$ cat src/rtl/mesh_io_skew.sv
// I/O staging ring for the systolic mesh: per-lane boundary registers with optional
// triangular input skew and matching output deskew, plus busy/flush/alignment tracking.
module mesh_io_skew #(
  parameter int ROWS    = 8,
  parameter int A_W     = 8,
  parameter int C_W     = 19,
  parameter int SHIFT_W = 5,
  parameter int SKEW_EN = 1
) (
  input  logic                     CLK,
  input  logic                     RST,
  input  logic                     flush,
  input  logic [ROWS*A_W-1:0]      in_a,
  input  logic [ROWS*A_W-1:0]      in_b,
  input  logic [ROWS*A_W-1:0]      in_d,
  input  logic [ROWS-1:0]          in_propagate,
  input  logic [ROWS*SHIFT_W-1:0]  in_shift,
  input  logic [ROWS-1:0]          in_valid,
  output logic [ROWS*A_W-1:0]      mesh_a,
  output logic [ROWS*A_W-1:0]      mesh_b,
  output logic [ROWS*A_W-1:0]      mesh_d,
  output logic [ROWS-1:0]          mesh_propagate,
  output logic [ROWS*SHIFT_W-1:0]  mesh_shift,
  output logic [ROWS-1:0]          mesh_valid,
  input  logic [ROWS*C_W-1:0]      mesh_out_c,
  input  logic [ROWS*C_W-1:0]      mesh_out_b,
  input  logic [ROWS-1:0]          mesh_out_valid,
  output logic [ROWS*C_W-1:0]      out_c,
  output logic [ROWS*C_W-1:0]      out_b,
  output logic [ROWS-1:0]          out_valid,
  output logic                     out_valid_all,
  output logic                     busy,
  output logic                     align_err
);

  localparam int IN_W  = 3*A_W + 1 + SHIFT_W;
  localparam int OUT_W = 2*C_W;

  logic [ROWS-1:0] in_busy;
  logic [ROWS-1:0] out_busy;
  logic            out_valid_all_reg;
  logic            align_err_reg;
  logic            partial_next;

  genvar gi;
  generate
    for (gi = 0; gi < ROWS; gi++) begin : g_lane
      // Lane gi is skewed by gi on the way in and by ROWS-1-gi on the way out,
      // so every lane sees the same total round-trip delay.
      localparam int DI = 1 + ((SKEW_EN != 0) ? gi : 0);
      localparam int DO = 1 + ((SKEW_EN != 0) ? (ROWS - 1 - gi) : 0);

      logic [IN_W-1:0]  in_data_reg  [DI];
      logic             in_vld_reg   [DI];
      logic [OUT_W-1:0] out_data_reg [DO];
      logic             out_vld_reg  [DO];
      logic [IN_W-1:0]  in_bundle;
      logic [OUT_W-1:0] out_bundle;
      logic             in_lane_busy;
      logic             out_lane_busy;

      assign in_bundle  = {in_a[gi*A_W +: A_W], in_b[gi*A_W +: A_W], in_d[gi*A_W +: A_W],
                           in_propagate[gi], in_shift[gi*SHIFT_W +: SHIFT_W]};
      assign out_bundle = {mesh_out_c[gi*C_W +: C_W], mesh_out_b[gi*C_W +: C_W]};

      // Data always shifts; only the valid bits honour flush.
      always_ff @(posedge CLK or negedge RST) begin
        if (!RST) begin
          for (int s = 0; s < DI; s++) begin
            in_data_reg[s] <= '0;
            in_vld_reg[s]  <= 1'b0;
          end
        end else begin
          in_data_reg[0] <= in_bundle;
          in_vld_reg[0]  <= in_valid[gi] & ~flush;
          for (int s = 1; s < DI; s++) begin
            in_data_reg[s] <= in_data_reg[s-1];
            in_vld_reg[s]  <= in_vld_reg[s-1] & ~flush;
          end
        end
      end

      always_ff @(posedge CLK or negedge RST) begin
        if (!RST) begin
          for (int s = 0; s < DO; s++) begin
            out_data_reg[s] <= '0;
            out_vld_reg[s]  <= 1'b0;
          end
        end else begin
          out_data_reg[0] <= out_bundle;
          out_vld_reg[0]  <= mesh_out_valid[gi] & ~flush;
          for (int s = 1; s < DO; s++) begin
            out_data_reg[s] <= out_data_reg[s-1];
            out_vld_reg[s]  <= out_vld_reg[s-1] & ~flush;
          end
        end
      end

      always_comb begin
        in_lane_busy = 1'b0;
        for (int s = 0; s < DI; s++) in_lane_busy = in_lane_busy | in_vld_reg[s];
      end

      always_comb begin
        out_lane_busy = 1'b0;
        for (int s = 0; s < DO; s++) out_lane_busy = out_lane_busy | out_vld_reg[s];
      end

      assign in_busy[gi]  = in_lane_busy;
      assign out_busy[gi] = out_lane_busy;

      assign {mesh_a[gi*A_W +: A_W], mesh_b[gi*A_W +: A_W], mesh_d[gi*A_W +: A_W],
              mesh_propagate[gi], mesh_shift[gi*SHIFT_W +: SHIFT_W]} = in_data_reg[DI-1];
      assign mesh_valid[gi] = in_vld_reg[DI-1];

      assign {out_c[gi*C_W +: C_W], out_b[gi*C_W +: C_W]} = out_data_reg[DO-1];
      assign out_valid[gi] = out_vld_reg[DO-1];
    end
  endgenerate

  // A lane arriving without its siblings means the mesh skew did not match ours.
  assign partial_next = (|out_valid) & ~(&out_valid);

  always_ff @(posedge CLK or negedge RST) begin
    if (!RST) begin
      out_valid_all_reg <= 1'b0;
      align_err_reg     <= 1'b0;
    end else if (flush) begin
      out_valid_all_reg <= 1'b0;
      align_err_reg     <= 1'b0;
    end else begin
      out_valid_all_reg <= &out_valid;
      align_err_reg     <= align_err_reg | partial_next;
    end
  end

  assign out_valid_all = out_valid_all_reg;
  assign align_err     = align_err_reg;
  assign busy          = (|in_busy) | (|out_busy);

endmodule

$ cat config.mk
export PLATFORM = sky130hd
export DESIGN_NAME = mesh_io_skew
export DESIGN_NICKNAME = d
export VERILOG_FILES = /design/src/rtl/mesh_io_skew.sv
export SDC_FILE = /design/constraint.sdc
export NUM_CORES = 1
export LEC_CHECK = 0
export BUFFER_PORTS_ARGS = -buffer_cell sky130_fd_sc_hd__buf_2
export CAP_MARGIN = 20
export CORE_AREA = 2 2 434 436
export DETAILED_ROUTE_END_ITERATION = 8
export DIE_AREA = 0 0 436 438
export GPL_ROUTABILITY_DRIVEN = 0
export PLACE_DENSITY = 0.66
export SLEW_MARGIN = 40
export SYNTH_ARGS = -nofsm -noshare
export SYNTH_HDL_FRONTEND = slang
export SYNTH_SLANG_ARGS = --single-unit
export TNS_END_PERCENT = 100
$ cat constraint.sdc
create_clock -name CLK -period 2.95 [get_ports CLK]
set_input_delay 0.885 -clock CLK [delete_from_list [all_inputs] [get_ports CLK]]
set_output_delay 0.885 -clock CLK [all_outputs]
set_load 0.005 [all_outputs]
==> results of run 1 <==
per-layer routing:
layer	global-route usage (%)	wire, um	vias to the layer above
met4	7.28	6400	8
met1	17.9	53400	14868
met2	26.9	80600	787
li1	-	-	11208
met5	0	47	-
met3	4.04	7380	334
synthesized netlist by cell type (2+ instances only):
cell type | count | area (um^2)
dfrtp_1 | 2522 | 63100
buf_4 | 492 | 3690
nor2b_1 | 71 | 444
nor4_1 | 18 | 113
buf_1 | 6 | 22.5
nand4_1 | 6 | 37.5
nor2_1 | 2 | 7.51
how the worst max path moves through the flow:
stage | from | endpoint | slack [ps] | depth (start not counted)
after global placement | mesh_valid[5] | busy | 290 | 5
after floorplan | g_lane[4].out_vld_reg[2] | busy | 980 | 4
after detailed placement | mesh_valid[5] | busy | 190 | 5
after global routing | g_lane[7].in_vld_reg[2] | busy | -590 | 5
after CTS | mesh_valid[5] | busy | -530 | 5
final | g_lane[7].in_vld_reg[2] | busy | -450 | 5
final cells by class:
| type | instances | area, um^2 |
|---|---|---|
| clock buffers | 324 | 6650 |
| well taps | 2495 | 3120 |
| repair buffers | 1243 | 7020 |
| clock inverters | 103 | 1550 |
| multi-input cells | 103 | 734 |
| diodes | 45 | 113 |
| fillers | 15588 | 104000 |
| flip-flops and latches | 2522 | 63100 |
what timing repair did:
action                                 CTS  global route
pin swaps                                0             7
hold buffers                             1             0
setup endpoints to repair                1             1
endpoints found under the hold margin   37             0
resized for setup                        7             8
worst max-delay path: stages, from the launching register on:
cell     delay [ps]
dfrtp_1         410
nor4_2          310
nand4_1         240
nor4_4          380
nand3_2         170
buf_6           170
cell families (layout without fill, tap and decap cells):
logic type      count (synthesis)  count (layout)
flops                        2522            2522
buf+inv                       500            1670
simple gates                  102             102
compound gates                  1               1
other cells                     0              45
power breakdown:
group	total, mW	leakage [nW]	switching (mW)	internal (mW)
logic	1.93	5.43	1.21	0.717
clock network	31.4	4.04	12.9	18.5
registers	36.9	29.5	0.636	36.3
metrics by stage:
| stage | util (%) | power, mW | worst slack [ps] | TNS [ps] | cell area [um^2] |
|---|---|---|---|---|---|
| finish | 44.1 | 70.3 | -454 | -454 | 82300 |
| global route | 44.1 | 73.0 | -591 | -591 | 82300 |
| CTS | 44.0 | 71.1 | -533 | -533 | 82100 |
| detailed placement | 39.6 | 39.5 | 188 | 0 | 73900 |
| global placement | 39.6 | 39.3 | 292 | 0 | 73900 |
| floorplan | - | 37.8 | 976 | 0 | 67500 |
==> key figures, run 1 <==
Timing
  • Setup slack after layout: -454 ps
  • Period minus WS final: 3400 ps
  • Worst-Margin Slew: 674 ps
  • RSZ-0062 raised after global routing: true
  • Final hold vios: 0
  • Max-slew violations: 0
  • Final worst-path cycle share: 115%
  • Rel. slew slack: 55.1%
  • Hold_ws: 123 ps
  • Final setup viols: 1
  • Clock Skew: 62.6 ps
  • Fmax: 294 MHz

Drt
  • Final wirelength: 148000 um
  • Final ANT Viol Nets: 0
  • DR vias/cell: 3.98
  • Starting DRT DRC Count: 1641
  • DR vias: 27.2k
  • Drt drc: 0
  • Drt pass-1 iters: 5
  • Wirelength per Cell: 21.6 um

Layout
  • Most frequent cells in the layout: dfrtp_1, buf_2, clkbuf_16
  • Number of flip-flops in the largest register: 1102
  • P&R area growth vs syn: 22.0%
  • Commonest non-fill, non-tap cell in the layout: dfrtp_1
  • Post-route insts no fill: 6835
  • Share of layout cells above drive strength 1: 38.2%
  • Fin nets: 4663

Run
  • Max-cap violations: 0

Clocking
  • CTS tree: done
  • Clk slew on worst S/H paths: 70 ps
  • H-tree levels: 4
  • Clock buffer depth: 3
  • Clk_lat worst skew: 860 ps
  • Total clock buffers created by CTS: 230
  • Root Buffer: clkbuf_16
  • Total setup buffers inserted after CTS: 0
  • CTS Sinks: 2522

Placement
  • DP HPWL: 96400 um
  • Port-buffer cells: 1125
  • Dpl cells: 6362

Logic synthesis
  • Largest family of logic cells by synthesized area: buffers and inverters
  • Post-synth EDFFs: 0
  • Cells after Synth: 3125
  • Post-Synth Adder-Cell Area: 0%
  • Avg Cell Area, Syn: 21.6 um^2
  • Async SR Flop Fraction: 100%
  • Top FF cell, synth: dfrtp_1
  • Seq/Total Area, Yosys: 93.5%
  • Post-synthesis mux area share: 0%
  • Area of the mapped netlist: 67500 um^2
  • Post-synthesis register bit count: 2522
  • Xor/xnor share of the synthesized area: 0%
  • YS warnings: 0
  • Synth Area in Compound Gates: 0.00742%
  • Simple-Gate Fraction of Synth Area: 0.946%
  • Distinct cells, synth: 15
  • Synth Net Count: 3688

Critical path
  • Kind of critical path: reg2out
  • CP required: 2070 ps
  • Worst EP arrival: 2520 ps
  • Worst reg-to-reg path cell count: 4
  • Startpoint types: flip-flop
  • R2r startpoint: out_valid[0]
  • Reg2Reg Setup Slack: 1600 ps
  • Critical Path Fanout Max: 2
  • Critical path capture point type: primary output
  • R2r endpoint: align_err

Power
  • Pwr dens: 854 nW/um^2
  • Worst vdd ir: 0.658 mV
  • Leakage: 39.0 nW

Floorplanning
  • Rows: 159
  • Die Ht: 438 um
  • Core area: 187000 um^2
  • Initial Util: 36.2%
  • I/O Pins: 1126
  • Die W: 436 um
  • Die area: 191000 um^2

Worst hold path
  • Hold Path Stages: 1
  • WHS Endpoint: g_lane[7].in_data_reg[236]
  • HP Class: in2reg
  • Min-delay src: in_a[60]

GRT
  • Vias in the first global route: 30.7k
  • Largest net degree at the start of global routing: 120
  • Initial antenna violation count: 72
  • First-pass GRT wire length: 214000 um
  • Gr usage total: 15.5%
  • Remaining Overflow, GRT: 0

Status
  • Failing checks: setup timing
  • Status: finished, violations left
Note: power is estimated with default switching activity, not from simulation.
==> run 2: changes to the inputs <==
--- a/config.mk
+++ b/config.mk
@@ -8,6 +8,7 @@
 export BUFFER_PORTS_ARGS = -buffer_cell sky130_fd_sc_hd__buf_2
 export CAP_MARGIN = 20
 export CORE_AREA = 2 2 434 436
+export CTS_BUF_LIST = sky130_fd_sc_hd__clkbuf_16
 export DETAILED_ROUTE_END_ITERATION = 8
 export DIE_AREA = 0 0 436 438
 export GPL_ROUTABILITY_DRIVEN = 0
==> run 2 against run 1 <==
Compared with the run above: the flow still finishes with violations (setup timing); sequential power is essentially flat; highest routed layer unchanged; die area unchanged; largest cell class unchanged; worst hold slack better by 12 ps; design area down 0.56%; clock power decreased by 4%; clock skew is 3.4 ps lower; maximum frequency shrank 1.5%; sequential share of layout area up 0.43 points; count of clock-buffer cells in the layout decreased by 90.
==> key figures, run 2 (synthesis gave the netlist of run 1 again) <==
Drt
  • Final ANT Viol Nets: 0 (unchanged)
  • Final wirelength: 148000 um (-0.20%)
  • DR vias: 27.2k (-0.096%)
  • Wirelength per Cell: 21.6 um (-0.28%)
  • DR vias/cell: 3.97 (-0.18%)
  • Starting DRT DRC Count: 1689 (+2.9%)
  • Drt pass-1 iters: 5 (unchanged)
  • Drt drc: 0 (unchanged)

Layout
  • Multi-input logic area: 722 um^2 (-1.7%)
  • Layout filler cell count: 15.7k (+0.55%)
  • Most frequent cells in the layout: dfrtp_1, buf_2, clkbuf_16
  • Sequential Area: 63100 um^2 (unchanged)
  • Share of layout cells above drive strength 1: 37.0% (-1.1 points)
  • Fin nets: 4663 (unchanged)
  • P&R area growth vs syn: 21.3%
  • Post-route insts no fill: 6841 (+0.088%)
  • Commonest non-fill, non-tap cell in the layout: dfrtp_1
  • Number of flip-flops in the largest register: 1102 (unchanged)

Placement
  • Pre-CTS setup slack: 188 ps (unchanged)
  • Dpl cells: 6362 (unchanged)
  • Port-buffer cells: 1125 (unchanged)
  • DP HPWL: 96400 um (unchanged)

Clocking
  • H-tree levels: 4 (unchanged)
  • Root Buffer: clkbuf_16
  • Clk slew on worst S/H paths: 70 ps (about the same)
  • Clock buffer depth: 3 (unchanged)
  • Clk_lat worst skew: 850 ps (about the same)
  • Total clock buffers created by CTS: 230 (unchanged)
  • CTS tree: done
  • CTS Sinks: 2522 (unchanged)
  • Total setup buffers inserted after CTS: 0 (unchanged)

Floorplanning
  • Rows: 159 (unchanged)
  • Initial Util: 36.2% (unchanged)
  • Die W: 436 um (unchanged)
  • Die Ht: 438 um (unchanged)
  • Die area: 191000 um^2 (unchanged)
  • I/O Pins: 1126 (unchanged)
  • Core area: 187000 um^2 (unchanged)

GRT
  • Vias in the first global route: 30.9k (+0.67%)
  • First-pass GRT wire length: 215000 um (+0.42%)
  • Largest net degree at the start of global routing: 120 (unchanged)
  • Initial antenna violation count: 72 (unchanged)
  • Gr usage total: 15.5% (+0.070 points)
  • Remaining Overflow, GRT: 0 (unchanged)

Timing
  • Final worst-path cycle share: 117% (+1.7 points)
  • Rel. slew slack: 55.5% (+0.39 points)
  • Period minus WS final: 3460 ps (+50.8 ps)
  • Worst-Margin Slew: 668 ps (-5.88 ps)
  • Final setup viols: 1 (unchanged)
  • Clock Skew: 59.2 ps (-3.43 ps)
  • Setup slack after layout: -505 ps (-50.8 ps)
  • Fmax: 289 MHz (-1.5%)
  • RSZ-0062 raised after global routing: true
  • Final hold vios: 0 (unchanged)
  • Max-slew violations: 0 (unchanged)

Power
  • Worst vdd ir: 0.658 mV (about the same)
  • Leakage: 38.9 nW (-0.20%)
  • Pwr dens: 841 nW/um^2 (-1.5%)

Critical path
  • Reg2Reg Setup Slack: 1570 ps (-30 ps)
  • Kind of critical path: reg2out
  • Startpoint types: flip-flop
  • Critical path capture point type: primary output
  • R2r endpoint: align_err
  • Worst reg-to-reg path cell count: 4 (unchanged)
  • Critical Path Fanout Max: 2 (unchanged)
  • CP required: 2070 ps (about the same)
  • R2r startpoint: out_valid[0]
  • Worst EP arrival: 2570 ps (+50 ps)

Worst hold path
  • Min-delay src: mesh_out_b[62]
  • HP Class: in2reg
  • Hold Path Stages: 1 (unchanged)
  • WHS Endpoint: g_lane[3].out_data_reg[157]

Run
  • Max-cap violations: 0 (unchanged)

Status
  • Status: finished, violations left
  • Failing checks: setup timing
## run 2: cell types whose count changed in the layout (fill, tap and decap cells not counted)
| cell | before | now |
|---|---|---|
| clkbuf_8 | 46 | 0 |
| clkinv_1 | 0 | 46 |
| inv_1 | 0 | 44 |
| nor4_1 | 7 | 9 |
| nor4_2 | 10 | 8 |
| clkbuf_1 | 44 | 0 |
| diode_2 | 45 | 51 |
## run 2: through the flow
step                utilization (%)  cell area (um^2)  total power [mW]  hold slack (ps)  TNS (ps)
finish                         43.9             81800              68.9              135      -505
global route                   43.8             81800              71.5             58.8      -625
CTS                            43.8             81700              69.7             33.5      -533
detailed placement             39.6             73900              39.5              335         0
global placement               39.6             73900              39.3              331         0
floorplan                         -             67500              37.8              331         0
## run 2: layout make-up
cell class                 instances  share of cell area [%]
clock inverter                   193                    2.30
antenna                           51                   0.156
tap                             2495                    3.81
timing repair buffer            1243                    8.57
sequential                      2522                    77.1
multi-input combinational        103                   0.882
clock buffer                     234                    7.16
## run 2: worst max path at each step
stage,start,cells after the start,to,slack [ps]
floorplan,g_lane[4].out_vld_reg[2],4,busy,980
global placement,mesh_valid[5],5,busy,290
detailed placement,mesh_valid[5],5,busy,190
CTS,mesh_valid[5],5,busy,-530
global route,g_lane[0].out_vld_reg[7],5,busy,-630
finish,g_lane[0].out_vld_reg[7],5,busy,-510
## run 2: report_power, final
group / switching (mW) / total (mW) / leakage [nW] / internal, mW
registers: 0.634 / 36.9 / 29.5 / 36.3
clock network: 12.8 / 30.0 / 3.96 / 17.1
logic: 1.21 / 1.93 / 5.43 / 0.716
total: 14.7 / 68.9 / 38.9 / 54.2
## run 2: critical path, cell delays in order (launching register included)
cell,delay [ps]
dfrtp_1,420
nor4_4,340
nand4_1,290
nor4_4,330
nand3_2,180
buf_6,180
## run 2: layer usage
metal,vias to the layer above,routed length (um),global-route usage [%]
li1,11210,-,-
met1,14882,53700,18.1
met2,766,80200,26.5
met3,313,6920,3.91
met4,8,6670,8.32
met5,-,42,0
## run 2: timing repair
action	4_1_cts	5_1_grt
endpoints found under the setup margin	1	1
hold buffers	1	0
hold endpoints to repair	35	0
pin swaps	0	4
gates resized for setup	6	7
